## config.mk

```make
export PLATFORM = sky130hd
export DESIGN_NAME = tx_arbiter
export DESIGN_NICKNAME = d
export VERILOG_FILES = /design/src/rtl/tx_arbiter.sv
export SDC_FILE = /design/constraint.sdc
export NUM_CORES = 1
export LEC_CHECK = 0
export ABC_CLOCK_PERIOD_IN_PS = 1700
export BUFFER_PORTS_ARGS = -buffer_cell sky130_fd_sc_hd__buf_2
export CAP_MARGIN = 15
export CORE_ASPECT_RATIO = 2
export CORE_MARGIN = 2
export CORE_UTILIZATION = 23
export CTS_CLUSTER_SIZE = 20
export DETAILED_ROUTE_END_ITERATION = 12
export GPL_TIMING_DRIVEN = 0
export PLACE_DENSITY = 0.51
export SLEW_MARGIN = 20
export SYNTH_ARGS = -nofsm -noshare
export SYNTH_HDL_FRONTEND = slang
export SYNTH_SLANG_ARGS = --single-unit
```

## constraint.sdc

```tcl
create_clock -name hwclk -period 1.7 [get_ports hwclk]
set_input_delay 0.085 -clock hwclk [delete_from_list [all_inputs] [get_ports hwclk]]
set_output_delay 0.085 -clock hwclk [all_outputs]
set_load 0.01 [all_outputs]
```

## src/rtl/tx_arbiter.sv

```systemverilog
// Two-requester round-robin front end for a shared packet_sender.
// Latches the winner's packet, launches it, then tracks the sender's busy handshake.
module tx_arbiter #(
    parameter int PACKET_SIZE  = 2,
    parameter int BUSY_TIMEOUT = 4
) (
    input  logic                     hwclk,
    input  logic                     rst,
    input  logic                     req0,
    input  logic                     req1,
    input  logic [8*PACKET_SIZE-1:0] pkt0,
    input  logic [8*PACKET_SIZE-1:0] pkt1,
    output logic                     gnt0,
    output logic                     gnt1,
    output logic                     done0,
    output logic                     done1,
    output logic [8*PACKET_SIZE-1:0] tx_packet,
    output logic                     tx_enable,
    input  logic                     tx_busy,
    output logic                     err_timeout,
    output logic                     active
);
    localparam int W     = 8 * PACKET_SIZE;
    localparam int CNT_W = (BUSY_TIMEOUT > 1) ? $clog2(BUSY_TIMEOUT) : 1;
    localparam logic [CNT_W-1:0] CNT_LAST = CNT_W'(BUSY_TIMEOUT - 1);
    localparam logic [CNT_W-1:0] CNT_ONE  = CNT_W'(1);

    typedef enum logic [1:0] {IDLE, WAIT_HI, WAIT_LO} state_t;

    state_t           state_reg, state_next;
    logic [CNT_W-1:0] cnt_reg, cnt_next;
    logic             owner_reg, owner_next;
    logic             last_reg, last_next;
    logic [1:0]       gnt_reg, gnt_next;
    logic [1:0]       done_reg, done_next;
    logic             tx_enable_reg, tx_enable_next;
    logic             err_reg, err_next;
    logic             active_reg, active_next;
    logic [W-1:0]     tx_packet_reg, tx_packet_next;

    logic [1:0]       req_vec;
    logic [W-1:0]     pkt_arr [2];
    logic             win;
    logic             launch;

    genvar gi;
    generate
        for (gi = 0; gi < 2; gi++) begin : g_req
            assign req_vec[gi] = (gi == 0) ? req0 : req1;
            assign pkt_arr[gi] = (gi == 0) ? pkt0 : pkt1;
        end
    endgenerate

    // With both requesting, the one not served last wins; otherwise the lone requester.
    assign win    = req_vec[1] && (!req_vec[0] || !last_reg);
    assign launch = (state_reg == IDLE) && !tx_busy && (|req_vec);

    always_ff @(posedge hwclk or posedge rst) begin
        if (rst) begin
            state_reg     <= IDLE;
            cnt_reg       <= '0;
            owner_reg     <= 1'b0;
            last_reg      <= 1'b1;
            gnt_reg       <= '0;
            done_reg      <= '0;
            tx_enable_reg <= 1'b0;
            err_reg       <= 1'b0;
            active_reg    <= 1'b0;
            tx_packet_reg <= '0;
        end else begin
            state_reg     <= state_next;
            cnt_reg       <= cnt_next;
            owner_reg     <= owner_next;
            last_reg      <= last_next;
            gnt_reg       <= gnt_next;
            done_reg      <= done_next;
            tx_enable_reg <= tx_enable_next;
            err_reg       <= err_next;
            active_reg    <= active_next;
            tx_packet_reg <= tx_packet_next;
        end
    end

    always_comb begin
        state_next = state_reg;
        cnt_next   = cnt_reg;
        owner_next = owner_reg;
        last_next  = last_reg;
        case (state_reg)
            IDLE: begin
                if (launch) begin
                    state_next = WAIT_HI;
                    cnt_next   = '0;
                    owner_next = win;
                end
            end
            WAIT_HI: begin
                if (tx_busy) begin
                    state_next = WAIT_LO;
                end else if (cnt_reg == CNT_LAST) begin
                    state_next = IDLE;
                end else begin
                    cnt_next = cnt_reg + CNT_ONE;
                end
            end
            WAIT_LO: begin
                // Fairness pointer only moves on a completed transfer, never on timeout.
                if (!tx_busy) begin
                    state_next = IDLE;
                    last_next  = owner_reg;
                end
            end
            default: state_next = IDLE;
        endcase
    end

    always_comb begin
        gnt_next       = '0;
        done_next      = '0;
        tx_enable_next = launch;
        err_next       = (state_reg == WAIT_HI) && !tx_busy && (cnt_reg == CNT_LAST);
        active_next    = (state_next != IDLE);
        tx_packet_next = launch ? pkt_arr[win] : tx_packet_reg;
        for (int i = 0; i < 2; i++) begin
            gnt_next[i]  = launch && (win == i[0]);
            done_next[i] = (state_reg == WAIT_LO) && !tx_busy && (owner_reg == i[0]);
        end
    end

    assign gnt0        = gnt_reg[0];
    assign gnt1        = gnt_reg[1];
    assign done0       = done_reg[0];
    assign done1       = done_reg[1];
    assign tx_enable   = tx_enable_reg;
    assign err_timeout = err_reg;
    assign active      = active_reg;
    assign tx_packet   = tx_packet_reg;

endmodule

```

== Word level (Yosys, flattened, before mapping) ==
Cells that the tools add are included.

* Register bits after elaboration: 29
* Bits in latches: 0
* Bits in writable memories: 0
* Bits in read-only memories: 0
* Input port bits: 37
* Output and inout bits: 23
* Word-level logic and storage cells: 55
* Memories: 0

* Add/sub/neg operators: 1
* Multiply operators: 0
* Divide/modulo/power cells: 0
* Order comparisons: 1
* Equal/unequal tests: 6
* Shift-type cells: 0
* Mux-type cells: 12
* Bitwise logic cells: 4
* Reductions and logical operators: 21

{| class="wikitable"
|+ Operator list
! cell !! count
|-
| two-way mux 16 bit || 3
|-
| two-way mux 2 bit || 7
|-
| logical AND 1 bit || 10
|-
| inequality test 2 bit, second input constant || 3
|-
| case mux 2 bit (3 select lines) || 1
|-
| == test 2 bit, second input constant || 2
|-
| case mux 2 bit (2 select lines) || 1
|-
| AND reduction 2 bit || 2
|-
| AND reduction 4 bit || 1
|-
| nonzero test 2 bit || 2
|-
| zero test 1 bit || 3
|-
| NOT 1 bit || 3
|-
| adder 2 x 1 -> 2 bit, second input constant || 1
|-
| == test 2 x 1 -> 1 bit, second input constant || 1
|-
| greater-or-equal comparator 2 bit, second input constant || 1
|-
| zero test 2 bit || 1
|-
| NOT 1 -> 2 bit || 1
|-
| OR reduction 2 bit || 1
|-
| logical OR 1 bit || 1
|}

== Longest topological paths before layout ==
* Word-level depth: 7
* Gate-level depth with buffers: 5
* Mapped depth without buffers: 4

== Worst setup path after synthesis ==
OpenSTA, ideal clock, no wires.

* Kind: reg2reg
* Start point: reg cnt_reg[0]
* End point: reg cnt_reg[0]
* Arrival: 1264 ps
* Data required time: 1574 ps
* Path slack: 310 ps
* Stages on the path, launching flop included: 5
* Buffers on the path: 0
* Cells stage by stage: dfrtp_1 ha_1 or4b_1 o21ai_2 mux2i_1

* Longest elaborated chain between the ends: 4
* Elaborated cells on any way between the ends: 7

{| class="wikitable"
|+ Ends and longest elaborated chain
! element !! RTL line !! text
|-
| start, declared || 31 || <nowiki>logic [CNT_W-1:0] cnt_reg, cnt_next;</nowiki>
|-
| start signal, assigned || 72 || <nowiki>cnt_reg <= cnt_next;</nowiki>
|-
| adder 2 x 1 -> 2 bit || 103 || <nowiki>cnt_next = cnt_reg + CNT_ONE;</nowiki>
|-
| two-way mux 2 bit || 100 || <nowiki>end else if (cnt_reg == CNT_LAST) begin</nowiki>
|-
| two-way mux 2 bit || 98 || <nowiki>if (tx_busy) begin</nowiki>
|-
| case mux 2 bit (2 select lines) || 89 || <nowiki>case (state_reg)</nowiki>
|}

Several ways; a longest one is shown, not always the timed one. The select of a mux whose other input is x is not followed.
A chain may end at the register's enable or synchronous reset.

== Final worst setup path ==
* Start point: reg state_reg[0]
* End point: reg tx_packet_reg[13], in the netlist tx_packet[13]

* Longest elaborated chain between the ends: 3

{| class="wikitable"
|+ Ends and longest elaborated chain
! element !! RTL line !! text
|-
| start, declared || 30 || <nowiki>state_t state_reg, state_next;</nowiki>
|-
| start signal, assigned || 71 || <nowiki>state_reg <= state_next;</nowiki>
|-
| zero test 2 bit || 56 || <nowiki>assign launch = (state_reg == IDLE) && !tx_busy && (|req_vec);</nowiki>
|-
| logical AND 1 bit (2 in series) || 56 ||
|-
| end signal, assigned || 80 || <nowiki>tx_packet_reg <= tx_packet_next;</nowiki>
|-
| end, declared || 39 || <nowiki>logic [W-1:0] tx_packet_reg, tx_packet_next;</nowiki>
|}

Every way passes these cells.

==> impl_metrics.ini <==
[synthesis]
synth_area_leader_cell = dfrtp_1
yosysSeqAreaShare = 0.551
yosys.area.top_type_share = 0.531
synthFlopType = dfrtp_1
syn-num-nets = 152
netlist_cell_types = 27
syn-mean-instance-area_um2 = 11.6
synthesized_instance_count = 114
synth_edf_count = 0
synth.yosys.warnings = 0
synth_async_sr_flop_share = 1.00
post-synth-top-count-cell = dfrtp_1
ys_ff_latch = 29
dominant_cells_by_area_after_synthesis = dfrtp_1 53%, a221o_1 12%, nor3_2 7.6%, nand2_1 5.1%, nor3_1 3.4%
synthTopCellsByCount = 28 x dfrtp_1, 18 x nand2_1, 16 x a221o_1, 10 x nor3_2, 9 x nor3_1
synthesis.area_mm2 = 0.00132

[clock_network]
clock_tree.htree_level_count = 2
clock_tree_from_tritoncts = built
cts_sinks = 29
clkLatencyLatePin_ps = 270
clk_pin_slew_worst_paths_ps = 50
clk_path_buf_depth = 2
tritoncts.num_buffers = 5
post-cts-setup-buffer-count = 0
cts_root_buf = clkbuf_16

[sta]
hold_slack_ps = 48.3
finalCriticalPeriod_ps = 1540
worst_pin_slew_ps = 614
slew-limit-headroom = 0.590
tns_ps = 0
max_transition_viols_final = 0
min_period_over_period = 0.905
final.setup_skew_ps = 5.64
setup_viol = 0
max_clock_freq_ghz = 0.650
setup_repair_after_global_routing_missed_its_margin = false
final-hold-violation-count = 0

[critical_path]
critical-path-slowest-cell = dfrtp_1
worst_ep_arrival_time_ps = 1680
kind_of_cell_adding_the_most_delay_to_the_critical_path = compound AO/OA/AOI/OAI gates
slowest_delay_ps = 410
critPathLaunchType = register
chain_of_cells_forming_the_critical_path = nor3_2, o21ai_2, buf_2, a221o_1
timing.setup.critical_path_class = register to register
cp.required_ps = 1850
end_kind = register
cp.buffers_inverters = 1
critPathMaxFanout = 10

[routing]
routed-via-count = 1097
drtIter0Drc = 65
drt-pass1-iter-count = 4
post_drt_via_cell_ratio = 4.51
route.detailed.wl_per_inst_um = 13.4
route.antenna.remaining_nets = 0
drc = 0
routed_wl_um = 3250

[pwr]
cellLeakagePower_nw = 0.935
total_power_mw = 2.98
power.density_mw_per_mm2 = 1600
max-vdd-ir-drop_mv = 0.875

[place]
numPortBuffers = 59
dp.final_hpwl_um = 2360
placement.cell_area_mm2 = 0.00169
gp_congestion = 0.762

[floorplanning]
std_cell_rows = 39
die_area_mm2 = 0.00640
core_area_mm2 = 0.00561
num_io_pins = 60
dieHeight_um = 111
die_w_um = 57.6
floorplan.initialDensity = 0.235

[min_path]
min_path_type = input port to register

[global_routing]
grt_pass1_wl_um = 5530
grt_overflow = 0
grt_start_max_net_pins = 30
gr-usage-all-layers = 0.109
grt_pass1_vias = 1159
grt_antenna_before_repair = 0

[job]
cap_violations = 0

[status]
run_status = finished, final reports clean

[finish]
antenna_cells_inserted = 0
synthToLayoutAreaGrowth_pct = 40.9
nNetsFinal = 219
flip_flop_count_of_the_largest_register_all_copies_and_words_added = 16
drive_above_1_share = 0.495
post-route-cell-area_mm2 = 0.00186
==> layout by cell type (no fill, tap or decap), types with 2 or more instances in the layout <==
cell and instances:
a221o_1 16, buf_6 3, nor3_1 9, nand2b_1 2
inv_1 3, buf_2 64, clkbuf_8 2, clkbuf_16 5
nand2_1 18, o21ai_2 2, dfrtp_1 28, nor3_2 10
==> stage by stage <==
stage / std cells / util / setup slack (ps)
after global placement: 234 / 0.301 / 185
after detailed placement: 234 / 0.301 / 176
after CTS: 242 / 0.330 / 163
final: 243 / 0.331 / 162
after global routing: 243 / 0.331 / 33.8
after floorplan: 114 / - / 310
==> kinds of logic after synthesis <==
logic type / share of synthesized area
fa+ha+maj: 0.00948
flops: 0.551
compound gates: 0.153
mux: 0.00758
simple gates: 0.221
buf+inv: 0.0588
==> per-layer routing <==
metal / part of all wire / global-route usage / up-vias
met5: 0 / 0 / -
met4: 0.0089 / 0.0326 / 0
met3: 0.091 / 0.0327 / 5
met2: 0.44 / 0.169 / 56
met1: 0.46 / 0.143 / 483
li1: - / - / 553
==> worst paths after layout <==
| path | to | cells past startpoint | slack (ps) | startpoint |
|---|---|---|---|---|
| setup / recovery | tx_packet[13] | 4 | 160 | state_reg[0] |
| min in group asynchronous | tx_packet[7] | 3 | 450 | rst |
| setup reg to reg | tx_packet[13] | 4 | 160 | state_reg[0] |
| hold / removal | tx_packet[10] | 2 | 50 | pkt1[10] |
| hold reg to reg | done_reg[0] | 1 | 430 | owner_reg |
| max in group asynchronous | tx_packet[15] | 3 | 850 | rst |
==> power by group <==
part           switching (mW)  internal, mW
clock                   0.281         0.617
sequential              0.146         0.969
combinational           0.498         0.472
total                   0.925          2.06
==> area by class of cell <==
| cell class | count | area (um^2) |
|---|---|---|
| Timing Repair Buffer | 60 | 305 |
| Inverter | 4 | 15.0 |
| Fill cell | 585 | 3750 |
| Sequential cell | 29 | 727 |
| Clock inverter | 1 | 5.00 |
| Clock buffer | 7 | 153 |
| Tap cell | 61 | 76.3 |
| Buffer | 9 | 62.6 |
| Multi-Input combinational cell | 72 | 515 |
==> repair_timing <==
action | in CTS | in global routing
hold endpoints to repair | 0 | 28
resized for setup | 0 | 0
hold buffers | 0 | 1
No activity file was read; power rests on OpenSTA's default activity.
